[src/rtl/bank_write_ctrl.sv]
// bank_write_ctrl
//   Writes channel samples into a two-bank sample memory while an
//   acoustic-emission (AE) event is active. Each accepted sample produces a
//   registered write one cycle later. When a bank fills up, the controller
//   moves to the other bank and keeps recording. An acquisition ends after
//   END_HOLD consecutive cycles with ae_active low. The index reached in the
//   last, partial bank is then reported and a completion pulse is issued.
//
//   Optional feature (macro BANK_WR_MAX_LEN_EN): an acquisition is limited to
//   MAX_BANKS full banks. When the limit is reached the acquisition ends and
//   the sticky flag 'truncated' is set.
//
// Ports
//   clk                     rising-edge clock
//   reset                   asynchronous, active-high reset
//   ae_active               AE detector level
//   sample_valid            one-cycle strobe qualifying sample_data
//   sample_data [DW-1:0]    channel sample
//   we                      registered memory write enable
//   wr_addr [8:0]           {bank, word index}, registered
//   wr_data [DW-1:0]        registered sample
//   bank0_full, bank1_full  one-cycle pulse issued with the last write of a bank
//   memorization_completed  one-cycle pulse, acquisition ended
//   idx_final [7:0]         word count of the last, partial bank
//   truncated               sticky, acquisition cut by the bank limit
//   dbg_state [1:0]         current FSM state, for observation only
//
// Handshake: sample_valid has no back-pressure. When sample_valid is high in
//   IDLE (with ae_active high), in ACQ or in TAIL, the sample is written.
//   When sample_valid is high in DONE, or in IDLE with ae_active low, the
//   sample is dropped.
module bank_write_ctrl #(
  parameter int DW         = 16,
  parameter int BANK_DEPTH = 200,
  parameter int END_HOLD   = 4,
  parameter int MAX_BANKS  = 8
) (
  input  logic          clk,
  input  logic          reset,
  input  logic          ae_active,
  input  logic          sample_valid,
  input  logic [DW-1:0] sample_data,
  output logic          we,
  output logic [8:0]    wr_addr,
  output logic [DW-1:0] wr_data,
  output logic          bank0_full,
  output logic          bank1_full,
  output logic          memorization_completed,
  output logic [7:0]    idx_final,
  output logic          truncated,
  output logic [1:0]    dbg_state
);

  typedef enum logic [1:0] {
    S_IDLE = 2'd0,
    S_ACQ  = 2'd1,
    S_TAIL = 2'd2,
    S_DONE = 2'd3
  } state_t;

  localparam logic [7:0] LAST_IDX = 8'(BANK_DEPTH - 1);
  localparam logic [7:0] HOLD_END = 8'(END_HOLD);

  state_t        state_q, state_d;
  logic          bank_q, bank_d;
  logic [7:0]    wr_idx_q, wr_idx_d;
  logic [7:0]    hold_q, hold_d;
  logic [7:0]    idx_final_q, idx_final_d;
  logic          we_q, we_d;
  logic [8:0]    wr_addr_q, wr_addr_d;
  logic [DW-1:0] wr_data_q, wr_data_d;
  logic          full0_q, full0_d;
  logic          full1_q, full1_d;
  logic          done_q, done_d;
  logic          accept;
  logic          at_last;

`ifdef BANK_WR_MAX_LEN_EN
  localparam logic [15:0] MAX_CNT = 16'(MAX_BANKS);
  logic [15:0] bank_cnt_q, bank_cnt_d;
  logic        trunc_q, trunc_d;
  logic        limit_hit;
`endif

  assign at_last = (wr_idx_q == LAST_IDX);

  always_comb begin
    state_d     = state_q;
    bank_d      = bank_q;
    wr_idx_d    = wr_idx_q;
    hold_d      = hold_q;
    idx_final_d = idx_final_q;
    we_d        = 1'b0;
    wr_addr_d   = wr_addr_q;
    wr_data_d   = wr_data_q;
    full0_d     = 1'b0;
    full1_d     = 1'b0;
    done_d      = 1'b0;
    accept      = 1'b0;
`ifdef BANK_WR_MAX_LEN_EN
    bank_cnt_d  = bank_cnt_q;
    trunc_d     = trunc_q;
    limit_hit   = 1'b0;
`endif

    case (state_q)
      S_IDLE: begin
        if (ae_active) begin
          state_d = S_ACQ;
          hold_d  = 8'd0;
          accept  = sample_valid;
`ifdef BANK_WR_MAX_LEN_EN
          bank_cnt_d = 16'd0;
          trunc_d    = 1'b0;
`endif
        end
      end
      S_ACQ: begin
        accept = sample_valid;
        if (!ae_active) begin
          // With a one-cycle hold, the first low cycle already ends the
          // acquisition.
          if (HOLD_END == 8'd1) begin
            state_d = S_DONE;
          end else begin
            state_d = S_TAIL;
            hold_d  = 8'd1;
          end
        end
      end
      S_TAIL: begin
        accept = sample_valid;
        if (ae_active) begin
          state_d = S_ACQ;
          hold_d  = 8'd0;
        end else begin
          hold_d = hold_q + 8'd1;
          if (hold_d == HOLD_END) state_d = S_DONE;
        end
      end
      S_DONE: begin
        done_d   = 1'b1;
        bank_d   = ~bank_q;
        wr_idx_d = 8'd0;
        hold_d   = 8'd0;
        state_d  = S_IDLE;
      end
      default: state_d = S_IDLE;
    endcase

    // Write path. This is shared by the IDLE start cycle, ACQ and TAIL.
    if (accept) begin
      we_d      = 1'b1;
      wr_addr_d = {bank_q, wr_idx_q};
      wr_data_d = sample_data;
      if (at_last) begin
        full0_d  = ~bank_q;
        full1_d  = bank_q;
        wr_idx_d = 8'd0;
        bank_d   = ~bank_q;
      end else begin
        wr_idx_d = wr_idx_q + 8'd1;
      end
    end

`ifdef BANK_WR_MAX_LEN_EN
    if (accept && at_last) begin
      bank_cnt_d = bank_cnt_d + 16'd1;
      limit_hit  = (bank_cnt_d == MAX_CNT);
    end
    // The bank limit ends the acquisition regardless of ae_active.
    if (limit_hit) begin
      state_d = S_DONE;
      trunc_d = 1'b1;
    end
`endif

    // idx_final takes the post-write index. A full write on the same edge
    // as the transition therefore reports 0.
    if ((state_d == S_DONE) && (state_q != S_DONE)) idx_final_d = wr_idx_d;
  end

  always_ff @(posedge clk or posedge reset) begin
    if (reset) begin
      state_q     <= S_IDLE;
      bank_q      <= 1'b0;
      wr_idx_q    <= 8'd0;
      hold_q      <= 8'd0;
      idx_final_q <= 8'd0;
      we_q        <= 1'b0;
      wr_addr_q   <= 9'd0;
      wr_data_q   <= '0;
      full0_q     <= 1'b0;
      full1_q     <= 1'b0;
      done_q      <= 1'b0;
    end else begin
      state_q     <= state_d;
      bank_q      <= bank_d;
      wr_idx_q    <= wr_idx_d;
      hold_q      <= hold_d;
      idx_final_q <= idx_final_d;
      we_q        <= we_d;
      wr_addr_q   <= wr_addr_d;
      wr_data_q   <= wr_data_d;
      full0_q     <= full0_d;
      full1_q     <= full1_d;
      done_q      <= done_d;
    end
  end

`ifdef BANK_WR_MAX_LEN_EN
  always_ff @(posedge clk or posedge reset) begin
    if (reset) begin
      bank_cnt_q <= 16'd0;
      trunc_q    <= 1'b0;
    end else begin
      bank_cnt_q <= bank_cnt_d;
      trunc_q    <= trunc_d;
    end
  end
  assign truncated = trunc_q;
`else
  // Acquisitions are unlimited in this build. For any legal MAX_BANKS this
  // comparison is constant 0.
  assign truncated = (MAX_BANKS < 0);
`endif

  assign we                     = we_q;
  assign wr_addr                = wr_addr_q;
  assign wr_data                = wr_data_q;
  assign bank0_full             = full0_q;
  assign bank1_full             = full1_q;
  assign memorization_completed = done_q;
  assign idx_final              = idx_final_q;
  assign dbg_state              = state_q;

endmodule

[config.mk]
export PLATFORM = sky130hd
export DESIGN_NAME = bank_write_ctrl
export DESIGN_NICKNAME = d
export VERILOG_FILES = /design/src/rtl/bank_write_ctrl.sv
export SDC_FILE = /design/constraint.sdc
export NUM_CORES = 1
export LEC_CHECK = 0
export CAP_MARGIN = 20
export CORE_MARGIN = 5
export CORE_UTILIZATION = 35
export CTS_BUF_LIST = sky130_fd_sc_hd__clkbuf_16
export DETAILED_ROUTE_END_ITERATION = 16
export PLACE_DENSITY_LB_ADDON = 0.15
export SLEW_MARGIN = 15
export SYNTH_ARGS = -nofsm -noshare
export SYNTH_HDL_FRONTEND = slang
export SYNTH_SLANG_ARGS = --single-unit
[constraint.sdc]
create_clock -name clk -period 2.6 [get_ports clk]
set_input_delay 0.52 -clock clk [delete_from_list [all_inputs] [get_ports clk]]
set_output_delay 0.52 -clock clk [all_outputs]
set_load 0.05 [all_outputs]
==> impl_metrics.tcl, run 1 <==
set metrics [dict create \
    grt_overflow 0 \
    io_buffers 58 \
    hp-class "register to register" \
    timing.fmax_ghz 0.428 \
    grt_pass1_vias 1720 \
    synth_ff_type "dfrtp_1" \
    crit_arrival_ns 2.51 \
    first_pass_iters 4 \
    die_area_sq_um 8870 \
    fin_setup_tns_ns 0 \
    route.vias.total 1710 \
    syn_nets 228 \
    whs_ns 0.489 \
    initial_core_util_pct 36.3 \
    endpoint_kind "register" \
    die_y_microns 94.2 \
    area_growth_pct 36.3 \
    cp.required_ns 2.77 \
    hold_viol_final 0 \
    crit_path_start_kind "register" \
    mappedNetlistArea_sq_um 2480 \
    grt_max_degree 28 \
    gr-usage-all-layers_pct 11.7 \
    numCtsBuffers 5 \
    synth_top_cells_by_area "dfrtp_1 57%, mux2_2 12%, ha_1 3.5%, mux2_4 3.0%, o21ai_0 2.2%" \
    path_max_fanout 7 \
    clkLatencyLatePin_ns 0.29 \
    cts_hold_buf 0 \
    drc 0 \
    clkTransAtPathRegs_ns 0.07 \
    yosysSeqAreaShare_pct 56.5 \
    first_iter_violations 81 \
    drv_slew 0 \
    ant_nets 0 \
    ios 60 \
    wl_per_cell_microns 13.6 \
    fp.dieW_microns 94.2 \
    status "completed" \
    avgSynthCellArea_sq_um 12.3 \
    synth_cells 201 \
    slew_headroom_pct 58.7 \
    finalSetupViolCount 0 \
    ys_ff_latch 56 \
    dp_hpwl_mm 3.65 \
    yosysUniqueCellTypes 39 \
    via_per_inst 4.71 \
    rows 30 \
    clock_sink_count 56 \
    critPathKind "register to register" \
    antenna_found_initial 0 \
    async_reset_ff_share_pct 100 \
    antenna_cells 0 \
    fin_crit_ns 2.34 \
    cellPowerDensity_nw_per_um2 1310 \
    maxCapViolCount 0 \
    cts_resized 0 \
    rsz0062_at_grt "false" \
    period_share_pct 89.8 \
    cts_tree "yes" \
    yosysWarnings 0 \
    drive_above_1_share_pct 18.7 \
    p_leak_nw 1.45 \
    htree_levels 2 \
    clockRootBuffer "clkbuf_16" \
    tightest_slew_ns 0.614 \
    cts_setup_buffers 0 \
    grt_pass1_wl_mm 8.31 \
    coreArea_sq_um 6830 \
    final_nets 293 \
    fin_skew_ns 0.00246 \
    gp_congestion 0.841 \
    clockBufferDepth 2 \
    num-fill-cells 645 \
    synth_top_area_share_pct 56.5 \
    yosysTopAreaCell "dfrtp_1" \
    synth_edf_count 0 \
    totalWireLength_mm 4.93 \
    vdd_drop_max_mv 0.621 \
]
==> worst paths after layout <==
kind,start,to,slack [ns],cells past startpoint
hold / removal,hold_q[7],hold_q[7],0.49,1
setup reg to reg,hold_q[0],idx_final[4],0.26,7
hold reg to reg,hold_q[7],hold_q[7],0.49,1
setup / recovery,hold_q[0],idx_final[4],0.26,7
max in group asynchronous,reset,wr_addr[1],1.55,3
min in group asynchronous,reset,wr_data[1],0.54,2
==> power by group <==
group	switching, W	internal, W
sequential	0.000212	0.00118
combinational	0.00139	0.000880
clock	0.000298	0.000453
total	0.00190	0.00251
==> per-stage QoR <==
stage          std cells  utilization, %  cell area, sq um  setup slack (ns)  power, W
4_1_cts              363            49.5              3380             0.246   0.00448
3_5_place_dp         355            47.0              3210             0.165   0.00371
6_report             363            49.5              3380             0.264   0.00442
5_1_grt              363            49.5              3380             0.105   0.00466
2_1_floorplan        201               -              2480             0.121   0.00295
3_3_place_gp         355            47.0              3210             0.207   0.00369
==> logic make-up after synthesis <==
kind of cell / after synthesis / share of synthesized area (%)
multiplexers: 35 / 16.4
XOR/XNOR: 6 / 2.12
AO/OA/AOI/OAI: 26 / 6.71
adder cells (fa/ha/maj): 7 / 3.53
AND/OR/NAND/NOR: 55 / 11.7
other: 1 / 0.151
buffers and inverters: 15 / 2.88
flip-flops: 56 / 56.5
==> registers in the layout, indices dropped and copies added, names as in the netlist <==
register and cells:
bank0_full 1, bank1_full 1, bank_q 1, dbg_state 2
hold_q 8, idx_final 8, memorization_completed 1, we 1
wr_addr 9, wr_data 16, wr_idx_q 8
==> placed cells by master (no fill, tap or decap), types with 2 or more instances in the layout <==
cell type	Yosys	routed
mux2i_1	4	4
and3_1	4	4
nand3_1	7	7
mux2_4	5	5
or3_1	3	3
clkbuf_16	0	5
nor2_1	11	11
mux2_2	26	26
xnor2_1	2	2
buf_4	1	4
ha_1	7	7
o21ai_0	11	11
nand4_1	4	4
a21oi_1	5	5
clkdlybuf4s50_1	0	58
nand2_1	13	13
dfrtp_1	56	56
xor2_1	4	4
or4_1	2	2
buf_12	0	2
a31oi_1	2	2
inv_1	9	8
and2_1	3	3
nor4_1	2	2
==> synth_stat cells, types with 2 or more instances <==
master   count
dfrtp_1     56
mux2_2      26
nand2_1     13
nor2_1      11
o21ai_0     11
inv_1        9
ha_1         7
nand3_1      7
a21oi_1      5
mux2_4       5
and3_1       4
mux2i_1      4
nand4_1      4
xor2_1       4
and2_1       3
buf_2        3
or3_1        3
a31oi_1      2
nor4_1       2
or4_1        2
xnor2_1      2
==> layer usage <==
layer  vias up  routed length, microns  global-route usage [%]
met1       830                    2300                    15.8
li1        844                       -                       -
met2        32                    2320                    18.1
met5         -                       0                       0
met4         0                      52                    3.73
met3         4                     250                    3.37
==> area by class of cell <==
class                   count  area [sq um]  area share, %
multi-input cells         130          1010           29.8
well taps                  96           120           3.55
flip-flops and latches     56          1400           41.5
inverters                   9          33.8          0.999
repair buffers             64           651           19.2
clock buffers               5           125           3.70
clock inverters             3          42.5           1.26
==> worst max-delay path: stages, from the launching register on <==
cell	delay, ns
dfrtp_1	0.41
ha_1	0.23
or4b_1	0.46
nor4_2	0.23
a311o_2	0.24
and3b_1	0.15
buf_4	0.19
mux2_4	0.31
No activity file was read; power rests on OpenSTA's default activity.
==> run 2, diff against run 1 <==
Clock period 2.6 ns to 2.2 ns, I/O delays scaled along.
==> impl_metrics.tcl, run 2 (same netlist as run 1, synthesis figures left out) <==
set metrics [dict create \
    slew_headroom_pct 61.3 \
    status "completed" \
    seqCellArea_sq_um 1400 \
    endpoint_kind "register" \
    whs_ns 0.507 \
    numCtsBuffers 5 \
    critPathKind "register to register" \
    drv_slew 0 \
    mostFrequentLayoutCells "58 x clkdlybuf4s50_1, 54 x dfrtp_1, 26 x mux2_2" \
    fin_skew_ns 0.00560 \
    period_share_pct 99.1 \
    final_common_cell "clkdlybuf4s50_1" \
    path_max_fanout 6 \
    crit_path_start_kind "register" \
    antenna_found_initial 0 \
    antenna_cells 0 \
    intPower_w 0.00297 \
    grt_pass1_vias 1786 \
    final_nets 307 \
    coreArea_sq_um 6830 \
    via_per_inst 4.68 \
    grt_overflow 0 \
    first_pass_iters 4 \
    hp-class "register to register" \
    wl_per_cell_microns 14.0 \
    clkLatencyLatePin_ns 0.29 \
    gr-usage-all-layers_pct 12.8 \
    post-route-util_pct 51.3 \
    io_buffers 58 \
    seqPwrFrac_pct 30.9 \
    area_growth_pct 41.4 \
    r2r_cells 7 \
    rsz0062_at_grt "true" \
    fin_crit_ns 2.18 \
    switching_power_w 0.00230 \
    finish.instance_area_sq_um 3510 \
    grt_max_degree 57 \
    cts_tree "yes" \
    largest_register_ff_count 16 \
    maxCapViolCount 0 \
    regToRegStartpoint "hold_q[0]" \
    drc 0 \
    crit_arrival_ns 2.35 \
    clock_sink_count 56 \
    num-fill-cells 641 \
    clockBufferDepth 2 \
    combPwrFrac_pct 54.0 \
    gp_congestion 0.821 \
    crit_path_start "hold_q[0]" \
    reg2reg_to "idx_final[7]" \
    swShare_pct 43.7 \
    initial_core_util_pct 36.3 \
    dp_hpwl_mm 3.72 \
    p_clk_share_pct 15.1 \
    drive_above_1_share_pct 24.9 \
    clkTransAtPathRegs_ns 0.07 \
    multi_input_area_sq_um 1030 \
    ios 60 \
    finalSetupViolCount 0 \
    fp.dieW_microns 94.2 \
    grt_pass1_wl_mm 8.99 \
    ant_nets 0 \
    endpoint "idx_final[7]" \
    dpl_cell_area_sq_um 3300 \
    hold_viol_final 0 \
    p_leak_nw 1.53 \
    htree_levels 2 \
    hold_depth 1 \
    first_iter_violations 88 \
    totalWireLength_mm 5.26 \
    clockRootBuffer "clkbuf_16" \
    rrSetupSlack_ns 0.02 \
    tightest_slew_ns 0.575 \
    timing.fmax_ghz 0.459 \
    route.vias.total 1764 \
    die_area_sq_um 8870 \
    vdd_drop_max_mv 0.721 \
    die_y_microns 94.2 \
    cellPowerDensity_nw_per_um2 1500 \
    cp.required_ns 2.37 \
    rows 30 \
]
[run 2: final cells by class]
class                      count  share of cell area, %
tap                           96                   3.43
multi-input combinational    130                   29.4
clock buffer                   5                   3.57
inverter                       9                  0.964
timing repair buffer          78                   21.9
clock inverter                 3                  0.642
sequential                    56                   40.0
[run 2: worst min-delay path by stage]
stage	from	slack (ns)	to
global placement	hold_q[7]	0.47	hold_q[7]
finish	wr_data[5]	0.51	wr_data[5]
floorplan	hold_q[7]	0.44	hold_q[7]
CTS	hold_q[7]	0.50	hold_q[7]
global route	wr_data[5]	0.53	wr_data[5]
detailed placement	hold_q[7]	0.48	hold_q[7]
[run 2: per-stage QoR]
| step | setup WS (ns) | power [W] | TNS [ns] | instances |
|---|---|---|---|---|
| after floorplan | 0.00519 | 0.00350 | 0 | 201 |
| after global placement | -0.0938 | 0.00447 | -1.47 | 364 |
| after detailed placement | -0.112 | 0.00448 | -1.71 | 364 |
| after CTS | 0.0158 | 0.00530 | 0 | 372 |
| after global routing | -0.0924 | 0.00559 | -0.481 | 377 |
| final | 0.0206 | 0.00527 | 0 | 377 |
[run 2: power by group through the flow]
stage / combinational, W / sequential, W / clock (W)
floorplan: 0.000821 / 0.00268 / 0
detailed placement: 0.00283 / 0.00165 / 0
global placement: 0.00282 / 0.00165 / 0
finish: 0.00285 / 0.00163 / 0.000796
global route: 0.00302 / 0.00169 / 0.000874
CTS: 0.00284 / 0.00164 / 0.000827
[run 2: what timing repair did]
item | 4_1_cts | 5_1_grt
hold buffers | 0 | 0
endpoints found under the setup margin | 8 | 34
resized for setup | 1 | 5
buffers inserted | 0 | 5
[run 2: layer usage]
layer | vias up | track usage (%) | share of wire [%]
met5 | - | 0 | 0
met4 | 0 | 3.61 | 0.57
met3 | 2 | 3.29 | 4.1
met2 | 31 | 19.3 | 47
met1 | 860 | 18.0 | 48
li1 | 871 | - | -
[run 2: worst max-delay path, stage by stage, from the launching register on]
cell	delay (ns)
dfrtp_1	0.35
ha_1	0.16
or4b_4	0.48
nor4_4	0.17
a311o_2	0.22
and3b_2	0.26
buf_4	0.14
mux2_4	0.28
